### src/rtl/spi_tx_pkg.sv
// Shared definitions for the SPI mode-0 transmitter.
//
// Contents:
//   SPI_WORD_WIDTH  default word width; the receiving spi_slave uses the same value
//   state_t         FSM state encoding used by spi_master_tx (also exposed on its debug port)
//   ST_*            state constants: IDLE, LOW (spi_clk low phase), HIGH (spi_clk high phase),
//                   GAP (inter-word spacing)
package spi_tx_pkg;

    localparam int SPI_WORD_WIDTH = 16;

    typedef logic [1:0] state_t;

    localparam logic [1:0] ST_IDLE = 2'd0;
    localparam logic [1:0] ST_LOW  = 2'd1;
    localparam logic [1:0] ST_HIGH = 2'd2;
    localparam logic [1:0] ST_GAP  = 2'd3;

endpackage

### src/rtl/spi_half_period_timer.sv
// Loadable down-counter used for spi_clk phase timing and inter-word gap timing.
//
// Ports:
//   clk       in   1      system clock
//   reset_n   in   1      asynchronous active-low reset
//   load      in   1      load load_val this cycle (takes priority over counting)
//   load_val  in   WIDTH  number of cycles the next interval lasts
//   expire    out  1      high in the last cycle of the loaded interval
//
// Loading N at a clock edge makes expire rise in the Nth cycle after that edge, so a state
// that loads N on entry and leaves on expire lasts exactly N cycles. The counter stops at 0
// instead of wrapping, so an unloaded timer never raises expire.
module spi_half_period_timer #(
    parameter int WIDTH = 8
) (
    input  logic             clk,
    input  logic             reset_n,
    input  logic             load,
    input  logic [WIDTH-1:0] load_val,
    output logic             expire
);

    logic [WIDTH-1:0] count;

    always_ff @(posedge clk or negedge reset_n) begin
        if (!reset_n) begin
            count <= '0;
        end else if (load) begin
            count <= load_val;
        end else if (count != '0) begin
            count <= count - 1'b1;
        end
    end

    assign expire = (count == WIDTH'(1));

endmodule

### src/rtl/spi_master_tx.sv
// SPI mode-0 (CPOL=0, CPHA=0) transmitter, MSB first.
//
// Parameters:
//   WORD_WIDTH  bits per word (>= 3)
//   CLK_DIV     clk cycles per spi_clk half-period, 1..255
//   GAP_CYCLES  clk cycles spi_clk stays low after a word before in_ready returns, 0..255
//
// Ports:
//   clk        in   1           system clock
//   reset_n    in   1           asynchronous active-low reset
//   in_data    in   WORD_WIDTH  word to send, sampled on the accepting edge
//   in_valid   in   1           in_data is valid
//   in_ready   out  1           idle and able to accept a word
//   spi_clk    out  1           serial clock, idles low
//   spi_mosi   out  1           serial data, changes only while spi_clk is low
//   busy       out  1           high from acceptance until return to IDLE
//   word_done  out  1           one-cycle pulse in the last cycle of the final bit's high phase
//   spi_cs_n   out  1           chip select, only when SPI_TX_CS_EN is defined
//   fsm_state  out  2           current FSM state (debug visibility)
//
// Optional feature macro: SPI_TX_CS_EN adds spi_cs_n (low from acceptance to GAP entry).
// With it defined, GAP_CYCLES must be at least 1 so chip select is seen high between words.
//
// Handshake: a word transfers on a rising clk edge where in_valid && in_ready. in_ready is a
// registered flag that is only high in IDLE; in_valid while busy is ignored and nothing is
// buffered, so in_data need not be held after the accepting edge.
module spi_master_tx
    import spi_tx_pkg::*;
#(
    parameter int WORD_WIDTH = SPI_WORD_WIDTH,
    parameter int CLK_DIV    = 2,
    parameter int GAP_CYCLES = 2
) (
    input  logic                  clk,
    input  logic                  reset_n,
    input  logic [WORD_WIDTH-1:0] in_data,
    input  logic                  in_valid,
    output logic                  in_ready,
    output logic                  spi_clk,
    output logic                  spi_mosi,
    output logic                  busy,
    output logic                  word_done,
`ifdef SPI_TX_CS_EN
    output logic                  spi_cs_n,
`endif
    output state_t                fsm_state
);

    localparam int PHASE_W = $clog2(CLK_DIV + 1);
    localparam int BIT_W   = $clog2(WORD_WIDTH + 1);

    localparam logic [PHASE_W-1:0] PHASE_LOAD = PHASE_W'(CLK_DIV);
    localparam logic [7:0]         GAP_LOAD   = 8'(GAP_CYCLES);
    localparam logic [BIT_W-1:0]   LAST_BIT   = BIT_W'(WORD_WIDTH - 1);
    localparam bit                 NO_GAP     = (GAP_CYCLES == 0);

`ifdef SPI_TX_CS_EN
    if (GAP_CYCLES < 1) begin : g_gap_check
        $error("spi_master_tx: GAP_CYCLES must be >= 1 when chip select is enabled");
    end
`endif

    state_t                state;
    // Holds the bits still to be sent after the one currently on spi_mosi, so the
    // register is one bit narrower than the word.
    logic [WORD_WIDTH-2:0] shift;
    logic [BIT_W-1:0]      bit_cnt;

    logic accept;
    logic phase_load;
    logic phase_expire;
    logic gap_expire;
    logic high_end;
    logic last_bit_end;

    assign accept       = in_valid && in_ready && (state == ST_IDLE);
    assign high_end     = (state == ST_HIGH) && phase_expire;
    assign last_bit_end = high_end && (bit_cnt == LAST_BIT);

    // Each LOW and HIGH phase reloads the half-period timer on entry.
    assign phase_load = accept
                     || ((state == ST_LOW) && phase_expire)
                     || (high_end && (bit_cnt != LAST_BIT));

    spi_half_period_timer #(
        .WIDTH(PHASE_W)
    ) u_phase_timer (
        .clk      (clk),
        .reset_n  (reset_n),
        .load     (phase_load),
        .load_val (PHASE_LOAD),
        .expire   (phase_expire)
    );

    spi_half_period_timer #(
        .WIDTH(8)
    ) u_gap_timer (
        .clk      (clk),
        .reset_n  (reset_n),
        .load     (last_bit_end),
        .load_val (GAP_LOAD),
        .expire   (gap_expire)
    );

    always_ff @(posedge clk or negedge reset_n) begin
        if (!reset_n) begin
            state    <= ST_IDLE;
            shift    <= '0;
            bit_cnt  <= '0;
            spi_clk  <= 1'b0;
            spi_mosi <= 1'b0;
            busy     <= 1'b0;
            in_ready <= 1'b0;
`ifdef SPI_TX_CS_EN
            spi_cs_n <= 1'b1;
`endif
        end else begin
            case (state)
                ST_IDLE: begin
                    if (accept) begin
                        state    <= ST_LOW;
                        shift    <= in_data[WORD_WIDTH-2:0];
                        spi_mosi <= in_data[WORD_WIDTH-1];
                        bit_cnt  <= '0;
                        busy     <= 1'b1;
                        in_ready <= 1'b0;
`ifdef SPI_TX_CS_EN
                        spi_cs_n <= 1'b0;
`endif
                    end else begin
                        // Rises on the first edge after reset release, so a word
                        // offered during release is not taken.
                        in_ready <= 1'b1;
                    end
                end
                ST_LOW: begin
                    if (phase_expire) begin
                        state   <= ST_HIGH;
                        spi_clk <= 1'b1;
                    end
                end
                ST_HIGH: begin
                    if (phase_expire) begin
                        spi_clk <= 1'b0;
                        bit_cnt <= bit_cnt + 1'b1;
                        shift   <= {shift[WORD_WIDTH-3:0], 1'b0};
                        if (bit_cnt == LAST_BIT) begin
                            spi_mosi <= 1'b0;
`ifdef SPI_TX_CS_EN
                            spi_cs_n <= 1'b1;
`endif
                            if (NO_GAP) begin
                                state    <= ST_IDLE;
                                busy     <= 1'b0;
                                in_ready <= 1'b1;
                            end else begin
                                state <= ST_GAP;
                            end
                        end else begin
                            state    <= ST_LOW;
                            spi_mosi <= shift[WORD_WIDTH-2];
                        end
                    end
                end
                ST_GAP: begin
                    if (gap_expire) begin
                        state    <= ST_IDLE;
                        busy     <= 1'b0;
                        in_ready <= 1'b1;
                    end
                end
                default: begin
                    state <= ST_IDLE;
                end
            endcase
        end
    end

    assign word_done = last_bit_end;
    assign fsm_state = state;

endmodule

### config.mk
export PLATFORM = sky130hd
export DESIGN_NAME = spi_master_tx
export DESIGN_NICKNAME = d
export VERILOG_FILES = /design/src/rtl/spi_tx_pkg.sv /design/src/rtl/spi_half_period_timer.sv /design/src/rtl/spi_master_tx.sv
export SDC_FILE = /design/constraint.sdc
export NUM_CORES = 1
export LEC_CHECK = 0
export BUFFER_PORTS_ARGS = -buffer_cell sky130_fd_sc_hd__clkbuf_2
export CORE_MARGIN = 2
export CORE_UTILIZATION = 50
export CTS_BUF_LIST = sky130_fd_sc_hd__clkbuf_8
export DETAILED_ROUTE_END_ITERATION = 6
export PLACE_DENSITY = 0.71
export SYNTH_ARGS = -nofsm -noshare
export SYNTH_HDL_FRONTEND = slang
export SYNTH_SLANG_ARGS = --single-unit
### constraint.sdc
create_clock -name clk -period 3.2 [get_ports clk]
set_clock_uncertainty 0.15 [all_clocks]
set_input_delay 0.16 -clock clk [delete_from_list [all_inputs] [get_ports clk]]
set_output_delay 0.16 -clock clk [all_outputs]
set_load 0.05 [all_outputs]
==> qor.txt <==
Status: finished clean
Post-DP HPWL: 2540 µm
Worst reg2reg setup slack: 850 ps
Worst Path Required: 2890 ps
Multi-input gate area: 947 µm²
Num ports: 26
Grt peak-use layer: met2
TritonCTS clock tree: yes
Relative slew slack: 42.1%
Nets: 226
Worst Setup SP: bit_cnt[0]
Total power: 0.000829 W
Leakage: 1.04 nW
Final hold viol count: 0
First-pass GRT wire length: 6320 µm
Avg Inst Size Synth: 11.1 µm²
Fmax: 413 MHz
Seq/Total Area, Yosys: 46.7%
Register area: 901 µm²
Max-cap violations: 0
Clk root buf: clkbuf_8
Least-Margin Pin Slew: 868 ps
Yosys reg bits: 36
Total global routing track utilization: 19.2%
CTS clk-pin slew, worst paths: 70 ps
Final setup vio count: 0
Initial antenna violation count: 0
Routed wire length: 3560 µm
CP Data Arrival Time: 2110 ps
PD cells: 376 mW/mm²
Largest net degree at the start of global routing: 37
Met2 GRT Util: 32.3%
Grt ovf: 0
Post-synth EDFFs: 0
Critical Path Source Type: flop
Grt met1 use: 23.7%
Via-to-Cell Ratio: 5.56
Clk Latency, worst-skew pair: 290 ps
Top cell type's share of synthesized area: 46.7%
Starting Density: 52.3%
Initial detailed-routing violation count: 68
Tcrit/Tclk final: 75.6%
H-tree levels: 2
Area Overhead vs Synth: 14.3%
Final RePlAce weighted congestion: 0.811
Die Span Y: 66.1 µm
Met3 usage: 4.09%
Cell with the most instances after synthesis: dfrtp_1
Crit Reg-Reg Startpoint: u_phase_timer.count[1]
Post-synth net total: 199
Min Tclk post-route: 2420 ps
Hold Path Origin: in_data[1]
Layout cells sized above 1: 33.8%
Slew Viols, Final: 0
Post-synth top area cell: dfrtp_1
Setup bufs post-CTS: 0
HP Class: input port to flop
DR pass1 iterations: 4
Netlist cell types: 43
Core area: 0.00369 mm²
DIE WIDTH: 66.1 µm
Port-buffer cells: 25
N_diodes: 0
CTS buffer count: 5
Mapped Area: 0.00193 mm²
Setup TNS Final: 0 ps
Routed via count: 1384
Top cells by count, synth: dfrtp_1 (36), mux2_2 (31), inv_1 (11), a21oi_1 (10), ha_1 (7)
Yosys warnings: 0
Fillcell total: 319
Non-Filler Instances: 249
Asr flop ratio synth: 100%
Die area: 0.00437 mm²
Post-Syn Instances: 173
CP max FO: 7
VDD IR-drop max: 0.229 mV
Vias in the first global route: 1414
RSZ-0062 raised after global routing: no
Crit end category: output pin
Main synth FF type: dfrtp_1
Clock sink count: 36
Routed Antenna Nets: 0
Cells after DPL: 239
Routed WL per cell: 14.3 µm
Setup CP Type: flop to output pin
Synth top area cells: dfrtp_1 (47%), mux2_2 (18%), ha_1 (4.5%)
Drt drc: 0
Clock tree buffer depth: 2
Num rows: 22
==> power by group <==
group	leakage (nW)	internal, W	switching (W)
logic	0.519	0.0000184	0.0000170
clock network	0.0486	0.000172	0.000164
registers	0.468	0.000457	0.00000109
==> cell families (layout without fill, tap and decap cells) <==
family                     after synthesis  count (layout)  synth area share (%)
AOI/OAI and AO/OA                       36              36                  12.6
xor gates and xnor gates                 2               2                 0.909
adders and majority gates                7               7                  4.54
buffers and inverters                   20              48                  4.15
DFF                                     36              36                  46.7
muxes                                   31              31                  18.1
and+or+nand+nor                         41              41                  13.0
==> critical path, stage by stage, from the launching register on <==
cell	delay (ps)
dfrtp_1	390
ha_1	180
and3_1	160
ha_1	270
nand4b_1	230
inv_1	270
clkbuf_2	320
==> metal layers <==
metal | up-vias | wire length [µm]
met5 | - | 0
met4 | 0 | 51
met3 | 4 | 100
met2 | 18 | 1770
met1 | 683 | 1630
li1 | 679 | -
==> sequential cells by signal (all words and copies together), names as in the netlist <==
name and flops:
bit_cnt 5, spi_clk 1, u_phase_timer.count 2, shift 15
fsm_state 2, in_ready 1, u_gap_timer.count 8, busy 1
spi_mosi 1
==> worst paths after layout <==
path,endpoint,cells past startpoint
max,word_done,6
min,shift[1],3
max reg2reg,shift[12],6
min reg2reg,busy,1
max in group asynchronous,shift[12],2
min in group asynchronous,fsm_state[1],2
==> what timing repair did <==
action / CTS / global route
resized for setup: 0 / 0
hold buffers: 2 / 0
hold endpoints to repair: 37 / 0
==> layout make-up <==
cell class / instances / share of cell area [%]
clock inverters: 2 / 0.511
repair buffers: 29 / 7.27
flip-flops and latches: 36 / 40.9
inverters: 11 / 1.87
well taps: 48 / 2.73
clock buffers: 6 / 3.75
multi-input cells: 117 / 43.0
==> per-stage QoR <==
step / area (µm²) / util (%) / hold WS (ps) / setup slack (ps)
floorplan: 1930 / - / -286 / 920
global placement: 2090 / 56.6 / 163 / 927
detailed placement: 2090 / 56.6 / 170 / 859
CTS: 2200 / 59.7 / 75.5 / 789
global route: 2200 / 59.7 / 77.5 / 629
finish: 2200 / 59.7 / 75.2 / 780
==> placed cells by master (no fill, tap or decap), drive strengths merged, types with 2 or more instances in the layout <==
master / netlist / routed
buf: 5 / 2
nor2: 4 / 4
a21boi: 2 / 2
dfrtp: 36 / 36
o311ai: 3 / 3
dlygate4sd3: 0 / 2
nand3: 3 / 3
nand2: 4 / 4
or4: 2 / 2
a21o: 2 / 2
o211ai: 3 / 3
mux2: 31 / 31
nand3b: 3 / 3
a21oi: 11 / 11
nand2b: 3 / 3
nor3: 6 / 6
o21ai: 7 / 7
nand4b: 3 / 3
clkbuf: 4 / 31
inv: 11 / 12
ha: 7 / 7
nor2b: 4 / 4
Note: power is estimated with default switching activity, not from simulation.
